### src/rtl/regfile_dump.sv
// Debug walker: streams X0..X31 (XZR forced to 0) over valid/ready, one value per FETCH+PRESENT pair.
// First value valid one cycle after the start edge; out_valid/out_idx/out_data hold while out_ready is low.
module regfile_dump #(
  parameter int N = 64
) (
  input  logic         clk,
  input  logic         reset,
  input  logic         start,
  output logic         busy,
  output logic         done,
  output logic [4:0]   ra,
  input  logic [N-1:0] rd,
  output logic         out_valid,
  input  logic         out_ready,
  output logic [4:0]   out_idx,
  output logic [N-1:0] out_data
);

  typedef enum logic [1:0] {IDLE, FETCH, PRESENT, DONE} state_t;

  localparam logic [4:0] LAST = 5'd31;

  state_t     state;
  logic [4:0] idx;

  always_ff @(posedge clk or negedge reset) begin
    if (!reset) begin
      state     <= IDLE;
      idx       <= '0;
      ra        <= '0;
      busy      <= 1'b0;
      done      <= 1'b0;
      out_valid <= 1'b0;
      out_idx   <= '0;
      out_data  <= '0;
    end else begin
      case (state)
        IDLE: begin
          done      <= 1'b0;
          out_valid <= 1'b0;
          ra        <= '0;
          if (start) begin
            state <= FETCH;
            idx   <= '0;
            busy  <= 1'b1;
          end else begin
            busy  <= 1'b0;
          end
        end
        FETCH: begin
          // rd has settled on ra=idx for the whole cycle; capture it now
          out_data  <= (idx == LAST) ? '0 : rd;
          out_idx   <= idx;
          out_valid <= 1'b1;
          state     <= PRESENT;
        end
        PRESENT: begin
          if (out_ready) begin
            out_valid <= 1'b0;
            if (idx == LAST) begin
              state <= DONE;
              done  <= 1'b1;
              ra    <= '0;
            end else begin
              idx   <= idx + 5'd1;
              ra    <= idx + 5'd1;
              state <= FETCH;
            end
          end
        end
        DONE: begin
          done  <= 1'b0;
          busy  <= 1'b0;
          idx   <= '0;
          state <= IDLE;
        end
        default: state <= IDLE;
      endcase
    end
  end

endmodule

### config.mk
export PLATFORM = sky130hd
export DESIGN_NAME = regfile_dump
export DESIGN_NICKNAME = d
export VERILOG_FILES = /design/src/rtl/regfile_dump.sv
export SDC_FILE = /design/constraint.sdc
export NUM_CORES = 1
export LEC_CHECK = 0
export BUFFER_PORTS_ARGS = -buffer_cell sky130_fd_sc_hd__buf_4
export CELL_PAD_IN_SITES_DETAIL_PLACEMENT = 1
export CELL_PAD_IN_SITES_GLOBAL_PLACEMENT = 1
export CORE_MARGIN = 5
export CORE_UTILIZATION = 40
export CTS_CLUSTER_DIAMETER = 40
export DETAILED_ROUTE_END_ITERATION = 8
export HOLD_SLACK_MARGIN = 0.08
export PLACE_DENSITY = 0.82
export SLEW_MARGIN = 20
export SYNTH_ARGS = -nofsm -noshare
export SYNTH_HDL_FRONTEND = slang
export SYNTH_SLANG_ARGS = --single-unit
### constraint.sdc
create_clock -name clk -period 5.2 [get_ports clk]
set_input_delay 0.52 -clock clk [delete_from_list [all_inputs] [get_ports clk]]
set_output_delay 0.52 -clock clk [all_outputs]
set_load 0.1 [all_outputs]
; Word level (Yosys, flattened, before mapping)
; Index checks and enable logic that the tools add are counted.
[word_totals]
out_inout_bits = 77
mem_bits_rw = 0
word_cells = 48
ff_bits = 84
romBits = 0
memories = 0
latchBits = 0
inputBits = 68
[op_classes]
n_reduce_logical = 12
addsub = 1
muxes = 19
n_shift = 0
eq_ne = 8
magnitude_cmp = 0
n_bitwise = 0
n_div = 0
mul = 0
[op_table]
columns = cell, count
row1 = $mux W64, 1
row2 = $mux W5, 5
row3 = $pmux W5 S3, 1
row4 = $pmux W5 S2, 1
row5 = $ne A2 B2 Y1 const B, 4
row6 = $pmux W2 S4, 1
row7 = $mux W2, 3
row8 = $reduce_and A2 Y1, 3
row9 = $reduce_bool A2 Y1, 3
row10 = $reduce_bool A3 Y1, 2
row11 = $add A5 B1 Y5 const B, 1
row12 = $eq A5 B5 Y1 const B, 1
row13 = $eq A2 B2 Y1 const B, 2
row14 = $mux W1, 4
row15 = $pmux W1 S2, 2
row16 = $reduce_and A4 Y1, 1
row17 = $pmux W1 S3, 1
row18 = $reduce_and A3 Y1, 1
row19 = $eq A2 B1 Y1 const B, 1
row20 = $logic_not A2 Y1, 1
row21 = $reduce_or A2 Y1, 1

; Depth between registers and ports, before layout
; Gate-level depths: netlist of the first run.
[depth]
word_depth = 4
mapped_depth = 7
mapped_depth_nobuf = 6

; Worst setup path after synthesis of the first run
; No wires, ideal clock.
[synth_timing]
path_type = reg2reg
from = register idx[0]
to = register idx[0]
period_less_slack_ps = 1988
n_path_buf = 0
setup_time_ps = 125
setup_slack_ps = 3212
arrival_ps = 1863
stages_incl_launch_ff = 7
required_time_ps = 5075
path_cell_list = dfrtp_1 > ha_1 > and3_1 > ha_1 > nand2b_4 > a221oi_4 > mux2_4
[synth_between]
elab_chain_len = 4
word_cells_on_any_way = 7
cone_classes = 1 x add/sub / 2 x eq/ne / 3 x mux / 1 x reduce/logical
[synth_lines]
columns = element, line
row1 = from (decl), 24  ; logic [4:0] idx;
row2 = from (signal assigned), 65  ; idx <= idx + 5'd1;
row3 = $add A5 B1 Y5, 65
row4 = $mux W5, 60  ; if (idx == LAST) begin
row5 = $mux W5, 58  ; if (out_ready) begin
row6 = $pmux W5 S3, 37  ; case (state)
; Several ways; a longest one is shown, not always the timed one. The select of a mux whose other input is x is not followed.
; A chain may end at the register's enable or synchronous reset.

; Worst setup path after layout of the first run
[layout_timing]
from = register idx[0]
to = register out_data[35]
[layout_between]
elab_chain_len = 2
[layout_lines]
columns = element, line
row1 = $eq A5 B5 Y1, 52  ; out_data <= (idx == LAST) ? '0 : rd;
row2 = $mux W64, 52
row3 = to (signal assigned), 52
row4 = to (decl), 16  ; output logic [N-1:0] out_data
; No other way between the ends.

==> impl_results.md, run 1 <==
* Clk_lat worst skew at 0.35 ns
* Routed Antenna Nets at 0
* CP max-delay cell: clkinv_2
* Unrepaired setup endpoints after global routing: false
* Vias at just under 3000
* Largest net degree at the start of global routing at 85
* Vias per inst at about 5.2
* Setup WS post-layout at about 2.7 ns
* Die X at 106 µm
* # rows at 35
* Max Root-Sink Buffers at 2
* RD Place Congestion at roughly 0.79
* Post-synthesis cell type count at 35
* CTS buffer count at 9
* Cells after Synth at between 300 and 400
* Synth Warn # at 0
* Cell family with most CP delay: buffers and inverters
* Global-route wire length before repair at 16.1 mm
* Routed wire length per instance at between 15 and 20 µm
* Gr usage total at between 15 and 20%
* Nets@finish at 515
* Clk_skew at around 0.0096 ns
* Die Y at 106 µm
* Synth area leader: dfrtp_1
* Sequential fraction of the synthesis area at 56.6%
* DP HPWL at 7.10 mm
* Die ar. at around 11000 µm²
* Synth area leaders: dfrtp_1, a31o_2, nor2b_1
* R2r setup slk at ~2.7 ns
* FF-to-FF End: out_data[35]
* Initial antenna violation count at 0
* Achievable frequency at between 0.3 and 0.4 GHz
* Layout cells sized above 1 at a little over half
* TritonCTS clock tree: yes
* Tmin final at roughly 2.5 ns
* Final Max Slew Viols at 0
* Setup repair bufs after CTS at 0
* Reg-to-Reg Start: idx[0]
* Worst EP arrival at around 2.8 ns
* Crit-path max cell delay at between 0.7 and 0.8 ns
* Hold Path Class: in2async
* CP Capture Type: register
* Worst Tran Pin Value at ~0.94 ns
* Status: complete, no violations
* Syn Nets at roughly 380
* Core area at 9150 µm²
* Synth top area share at a little under three fifths
* Antenna cell count at 0
* Router iterations before antenna repair at 4
* Clock transition at path regs at approximately 0.08 ns
* I/O pin count at 145
* Final worst path period share at approximately half
* Most frequent cells in the layout: buf_4, dfrtp_1, nor2b_1
* Final WL at roughly 10 mm
* Drt first-iter violations at 100
* Commonest non-fill, non-tap cell in the layout: buf_4
* Critical path data required time at about 5.4 ns
* Flops & latches, synth at 84
* Slew headroom at between 30% and 40%
* Remaining DRCs at 0
* Worst-path cell chain: ha_1, and3_1, ha_1, clkinv_2, a31o_2
* Hold violation total from the final report at 0
* Buf/Inv on CP at 1
* Crit-path most repeated cell: ha_1
* Synth-to-layout area growth at 35.6%
* DP Worst Slack at about 2.8 ns
* Gr ovfl total at 0
* Fin Setup TNS at 0 ns
* Clock Sinks at 84
* Synthesized area at 3710 µm²
* CTS H-tree lvls at 3
* Gates resized, CTS repair at 0
* Crit-path max FO at 65
* Reg2Reg Depth at 5
* PortBufs at 144
* Root buf cell: clkbuf_8
* Hold_buf cts at 0
* Critical path launch point type: register
* Mean Syn Cell Area at roughly 12 µm²
* Vias in the first global route at between 3000 and 4000
* Critical path type: reg2reg
* Final setup viols at 0
* Starting density of the core at 40.6%
* Max Cap Viol at 0
==> state kept, by name (all words and copies together) (netlist names) <==
| name | cells |
|---|---|
| out_idx | 5 |
| idx | 5 |
| out_valid | 1 |
| done | 1 |
| ra | 5 |
| busy | 1 |
| out_data | 64 |
| state | 2 |
==> worst max path at each step <==
stage,from,end,depth (start not counted)
4_1_cts,idx[0],ra[2],6
3_3_place_gp,idx[0],ra[2],6
5_1_grt,idx[0],out_data[44],5
2_1_floorplan,idx[0],idx[0],6
3_5_place_dp,idx[0],ra[2],6
6_report,idx[0],out_data[35],5
==> logic make-up after synthesis <==
family                     Yosys count  synth area share, %
and+or+nand+nor                     88                 14.3
xor gates and xnor gates             1                0.236
AOI/OAI and AO/OA                   83                 19.0
buffers and inverters               35                 4.18
DFF                                 84                 56.6
adders and majority gates            6                 2.02
muxes                               12                 3.71
==> cell usage after synthesis <==
cell / number
clkbuf_1: 7
o31ai_1: 2
o211ai_1: 1
and2b_1: 1
a31oi_1: 3
or3_1: 1
a31o_2: 60
mux2_2: 6
mux2i_1: 4
buf_1: 5
o2111ai_1: 1
inv_1: 11
a31o_1: 4
ha_1: 6
nor2b_1: 65
buf_6: 1
nand2b_1: 3
nor3b_1: 1
a21bo_2: 1
buf_2: 10
o21ai_0: 3
nand2b_4: 1
nand2_1: 9
mux2_4: 2
buf_4: 1
nor2_1: 3
and3_1: 1
xor2_1: 1
a221oi_4: 1
nand3_1: 2
and3b_1: 1
a21oi_1: 4
o21ai_1: 1
dfrtp_1: 84
a22o_1: 2
==> per-stage QoR <==
step | cell area [µm²] | util (%) | std cells | hold WS, ns
after floorplan | 3710 | - | 309 | 0.224
after global placement | 4840 | 52.9 | 541 | 0.492
after detailed placement | 4840 | 52.9 | 541 | 0.502
after CTS | 5030 | 55.0 | 556 | 0.394
after global routing | 5030 | 55.0 | 556 | 0.280
final | 5030 | 55.0 | 556 | 0.214
==> routing by layer <==
metal | global-route usage, % | part of all wire (%) | vias up
li1 | - | - | 1354
met1 | 22.2 | 41 | 1456
met2 | 30.3 | 51 | 87
met3 | 3.70 | 5.7 | 17
met4 | 7.12 | 2.1 | 0
met5 | 0 | 0 | -
==> final cells by class <==
| cell class | instances | area, µm² |
|---|---|---|
| Timing Repair Buffer | 145 | 1090 |
| Sequential cell | 84 | 2100 |
| Inverter | 11 | 42.5 |
| Multi-Input combinational cell | 190 | 1470 |
| Clock inverter | 5 | 52.6 |
| Fill cell | 992 | 4120 |
| Clock buffer | 10 | 138 |
| Tap cell | 111 | 139 |
Power of run 1 is left out: the tool's default activity adds up to more than one toggle a clock period on the data nets, which glitch-free logic cannot reach.
==> run 2, diff against run 1 <==
- CORE_UTILIZATION: 40 -> 34
- PLACE_DENSITY: 0.82 -> 0.74
- clock period: 5.2 -> 2.1 ns (I/O delays scaled with it)
==> run 2 against run 1 <==
  * Die area up 16%
  * Cell count up 10%
  * Clock skew up 0.0026 ns
  * Via count up 0.79%
  * Wire length up 4.0%
  * Sequential share of layout area down 2.4 points
  * Utilization down 5.4 points
  * Global-route usage down 1.5 points
  * Worst setup slack worse by 2.6 ns
  * Critical path depth up 1
  * Largest cell class unchanged
  * Highest routed layer unchanged
==> impl_results.md, run 2 (synthesized netlist as in run 1, its figures left out) <==
* Tmin final at 2.00 ns
* Final Max Slew Viols at 0
* Router iterations before antenna repair at 4
* CP Capture Type: register
* Largest net degree at the start of global routing at 45
* Nets@finish at ~540
* Remaining DRCs at 0
* Layout cells sized above 1 at between 50% and 60%
* DP HPWL at roughly 7.3 mm
* Hold violation total from the final report at 0
* RD Place Congestion at around 0.81
* Max Cap Viol at 0
* Slew headroom at between 50% and 60%
* Gr ovfl total at 0
* Global-route wire length before repair at roughly 17 mm
* Reg area at 2100 µm²
* Worst EP arrival at between 2 and 2.5 ns
* Final worst path period share at 95.1%
* Multi-input gate area at 1470 µm²
* Core area at ~11000 µm²
* Commonest non-fill, non-tap cell in the layout: buf_4
* Unrepaired setup endpoints after global routing: false
* Routed Antenna Nets at 0
* Fill cells at 1157
* Status: complete, no violations
* Die ar. at 13100 µm²
* Achievable frequency at 0.501 GHz
* Clk_skew at 0.0122 ns
* Met2 usage at a little over a quarter
* Synth-to-layout area growth at 44.1%
* CTS buffer count at 9
* Met1 global-route usage at ~20%
* Critical path type: reg2reg
* GR Util met3 at under 10%
* Clk_lat worst skew at ~0.35 ns
* CTS H-tree lvls at 3
* Clock Sinks at between 80 and 90
* Vias at roughly 2900
* Starting density of the core at between 30% and 40%
* Max Root-Sink Buffers at 2
* Root buf cell: clkbuf_8
* Die X at about 110 µm
* I/O pin count at 145
* Hold Path Class: in2reg
* Worst Tran Pin Value at 0.602 ns
* Largest register FFs at 64
* Most used routing layer: met2
* Clock transition at path regs at roughly 0.080 ns
* PortBufs at about 140
* TritonCTS clock tree: yes
* Antenna cell count at 0
* Crit-path max FO at 5
* # rows at 38
* Vias in the first global route at 3243
* Most frequent cells in the layout: buf_4, dfrtp_1, nor2b_1
* Biggest register: out_data
* Final WL at 10.5 mm
* Routed wire length per instance at 17.1 µm
* Gr usage total at 16.3%
* Die Y at around 110 µm
* Initial antenna violation count at 0
* Fin Setup TNS at 0 ns
* Critical path launch point type: register
* Critical path data required time at 2.33 ns
* Final Core Density at between 40 and 50%
* Final setup viols at 0
* Drt first-iter violations at about 160
* Vias per inst at about 4.8
==> run 2: cell count changes in the layout (fill, tap and decap cells not counted), moves of 3 or more <==
| cell | delta |
|---|---|
| clkbuf_1 | +3 |
| clkinv_2 | -3 |
| buf_12 | +3 |
| dlygate4sd3_1 | +17 |
| buf_4 | +7 |
==> run 2: repair_timing <==
action / in CTS / in global routing
setup buffers: 0 / 1
hold buffers: 12 / 5
endpoints found under the hold margin: 54 / 5
resized for setup: 0 / 3
endpoints found under the setup margin: 0 / 2
==> run 2: final cells by class <==
cell class,count,area share [%]
flip-flops and latches,84,39.3
well taps,140,3.27
clock buffers,13,2.78
inverters,11,0.772
multi-input cells,190,27.5
repair buffers,172,25.7
clock inverters,2,0.655
==> run 2: through the flow <==
stage / instances / cell area [µm²] / hold slack (ns) / setup slack (ns)
floorplan: 309 / 3710 / -0.0856 / 0.112
global placement: 579 / 4980 / 0.259 / 0.166
detailed placement: 579 / 4980 / 0.253 / 0.0515
CTS: 606 / 5290 / 0.0810 / 0.0393
global route: 612 / 5350 / 0.0803 / 0.0275
finish: 612 / 5350 / 0.0991 / 0.103
==> run 2: path summary, 6_finish.rpt <==
path                            startpoint           end  slack [ns]  cells past startpoint
max in group asynchronous            reset        idx[0]        1.01                      3
worst max-delay path                idx[0]        idx[0]        0.10                      6
worst min-delay path                rd[12]  out_data[12]         0.1                      2
worst min register to register        busy          busy        0.50                      2
min in group asynchronous            reset  out_data[19]        0.44                      2
worst max register to register      idx[0]        idx[0]        0.10                      6
==> run 2: critical path, stage by stage, from the launching register on <==
cell and delay, ns:
dfrtp_2 0.44, ha_2 0.22, and3_1 0.19, ha_1 0.19
nand2b_4 0.16, a221oi_4 0.35, mux2_4 0.33
==> run 2: metal layers <==
layer | vias up | wire [µm]
met5 | - | 0
met4 | 0 | 204
li1 | 1400 | -
met2 | 88 | 5220
met3 | 15 | 726
met1 | 1434 | 4330
Power of run 2 is left out for the same reason.
==> run 3, diff against run 2 <==
==> constraint.sdc (replaced) <==
create_clock -name clk -period 2.1 [get_ports clk]
set_input_delay 0.315 -clock clk [delete_from_list [all_inputs] [get_ports clk]]
set_output_delay 0.315 -clock clk [all_outputs]
set_load 0.1 [all_outputs]
==> run 3 against run 2 <==
  * Clock-buffer cell count is 1 higher
  * Die area unchanged
  * Flip-flop and latch count is the same
  * Global-route usage decreased by 0.76 points
  * Register-to-register slack about the same
  * Via count is 2.3% lower
  * Fmax shrank 0.53%
  * First-iteration DRC count shrank 35%
  * Worst setup slack got worse by 0.011 ns
  * Clock skew is 0.0010 ns lower
  * Wire length fell by 5.0%
==> impl_results.md, run 3 (synthesized netlist as in run 1, its figures left out) <==
* TritonCTS clock tree: yes
* # rows at 38
* Post-DP Area at 4990 µm²
* R2r setup slk at 0.09 ns
* Root buf cell: clkbuf_8
* I/O pin count at approximately 150
* Unrepaired setup endpoints after global routing: false
* Largest register FFs at 64
* Fin cells at 596
* Tmin final at ~2 ns
* Core area at 10800 µm²
* Max Cap Viol at 0
* CP Capture Type: register
* Status: complete, no violations
* Clock transition at path regs at ~0.080 ns
* Max Root-Sink Buffers at 2
* Initial antenna violation count at 0
* Hold Path Class: in2reg
* Inst Count DP at 580
* Critical path launch point type: register
* Vias per inst at a little under 5
* Starting density of the core at roughly 34%
* Die X at 115 µm
* DP HPWL at between 7 and 8 mm
* Fin Setup TNS at 0 ns
* Largest net degree at the start of global routing at between 40 and 50
* Worst Tran Pin Value at roughly 0.40 ns
* Slew headroom at 73.2%
* Routed Antenna Nets at 0
* Worst EP arrival at roughly 2.3 ns
* Achievable frequency at between 0.4 and 0.5 GHz
* CTS buffer count at 9
* Post-route cell area at between 5000 and 6000 µm²
* Routed wire length per instance at roughly 17 µm
* Most frequent cells in the layout: buf_4, dfrtp_1, nor2b_1
* Die Y at between 100 and 150 µm
* PortBufs at between 100 and 150
* Critical path data required time at 2.37 ns
* Nets@finish at ~530
* CTS H-tree lvls at 3
* Final WL at between 9 and 10 mm
* Final setup viols at 0
* Critical path type: reg2reg
* Antenna cell count at 0
* Hold violation total from the final report at 0
* Layout cells sized above 1 at ~53%
* Router iterations before antenna repair at 4
* Setup repair bufs after CTS at 0
* Clock Sinks at 84
* Crit-path max FO at 6
* Gr usage total at roughly 16%
* Commonest non-fill, non-tap cell in the layout: buf_4
* Clk_skew at 0.0112 ns
* Synth-to-layout area growth at 40.1%
* Clk_lat worst skew at approximately 0.35 ns
* Biggest register: out_data
* Drt first-iter violations at 100
* Die ar. at ~13000 µm²
* Vias in the first global route at approximately 3100
* Remaining DRCs at 0
* Gr ovfl total at 0
* Vias at ~2900
* Final worst path period share at a little over nine tenths
* RD Place Congestion at 0.813
* Final Max Slew Viols at 0
* Fill cells at between 1000 and 1500
* Global-route wire length before repair at around 16 mm
==> run 3: worst paths after layout <==
check | startpoint | endpoint | cells past startpoint
hold / removal | rd[26] | out_data[26] | 2
hold reg to reg | busy | busy | 2
setup reg to reg | idx[0] | idx[4] | 7
min in group asynchronous | reset | out_data[21] | 2
max in group asynchronous | reset | out_data[55] | 3
setup / recovery | idx[0] | idx[4] | 7
==> run 3: layer usage <==
| layer | vias up | global-route usage (%) | routed length, µm |
|---|---|---|---|
| met1 | 1400 | 20.1 | 4280 |
| met5 | - | 0 | 0 |
| met2 | 89 | 24.3 | 4710 |
| met4 | 0 | 6.02 | 182 |
| met3 | 11 | 5.02 | 792 |
| li1 | 1368 | - | - |
==> run 3: layout make-up <==
class | count | area [µm²] | area share, %
Multi-Input combinational cell | 190 | 1470 | 28.3
Inverter | 11 | 41.3 | 0.793
Timing Repair Buffer | 156 | 1210 | 23.3
Tap cell | 140 | 175 | 3.37
Clock inverter | 1 | 30.0 | 0.577
Sequential cell | 84 | 2100 | 40.4
Clock buffer | 14 | 173 | 3.32
==> run 3: per-stage QoR <==
stage	worst slack, ns	utilization [%]	hold WS, ns
after floorplan	0.112	-	0.0194
after CTS	0.0409	48.2	0.181
after detailed placement	0.0832	46.2	0.260
after global routing	0.0190	48.2	0.179
final	0.0925	48.2	0.199
after global placement	0.164	46.2	0.258
==> run 3: repair_timing <==
item / in CTS / in global routing
endpoints found under the hold margin: 24 / 0
setup endpoints to repair: 0 / 2
hold buffers: 1 / 0
resized for setup: 0 / 1
==> run 3: worst max-delay path: stages, from the launching register on <==
cell      delay [ns]
dfrtp_1         0.45
ha_2            0.24
and3_1          0.18
ha_1            0.19
nand2b_4        0.15
a221oi_4        0.34
buf_4           0.19
mux2i_1         0.19
Power of run 3 is left out for the same reason.
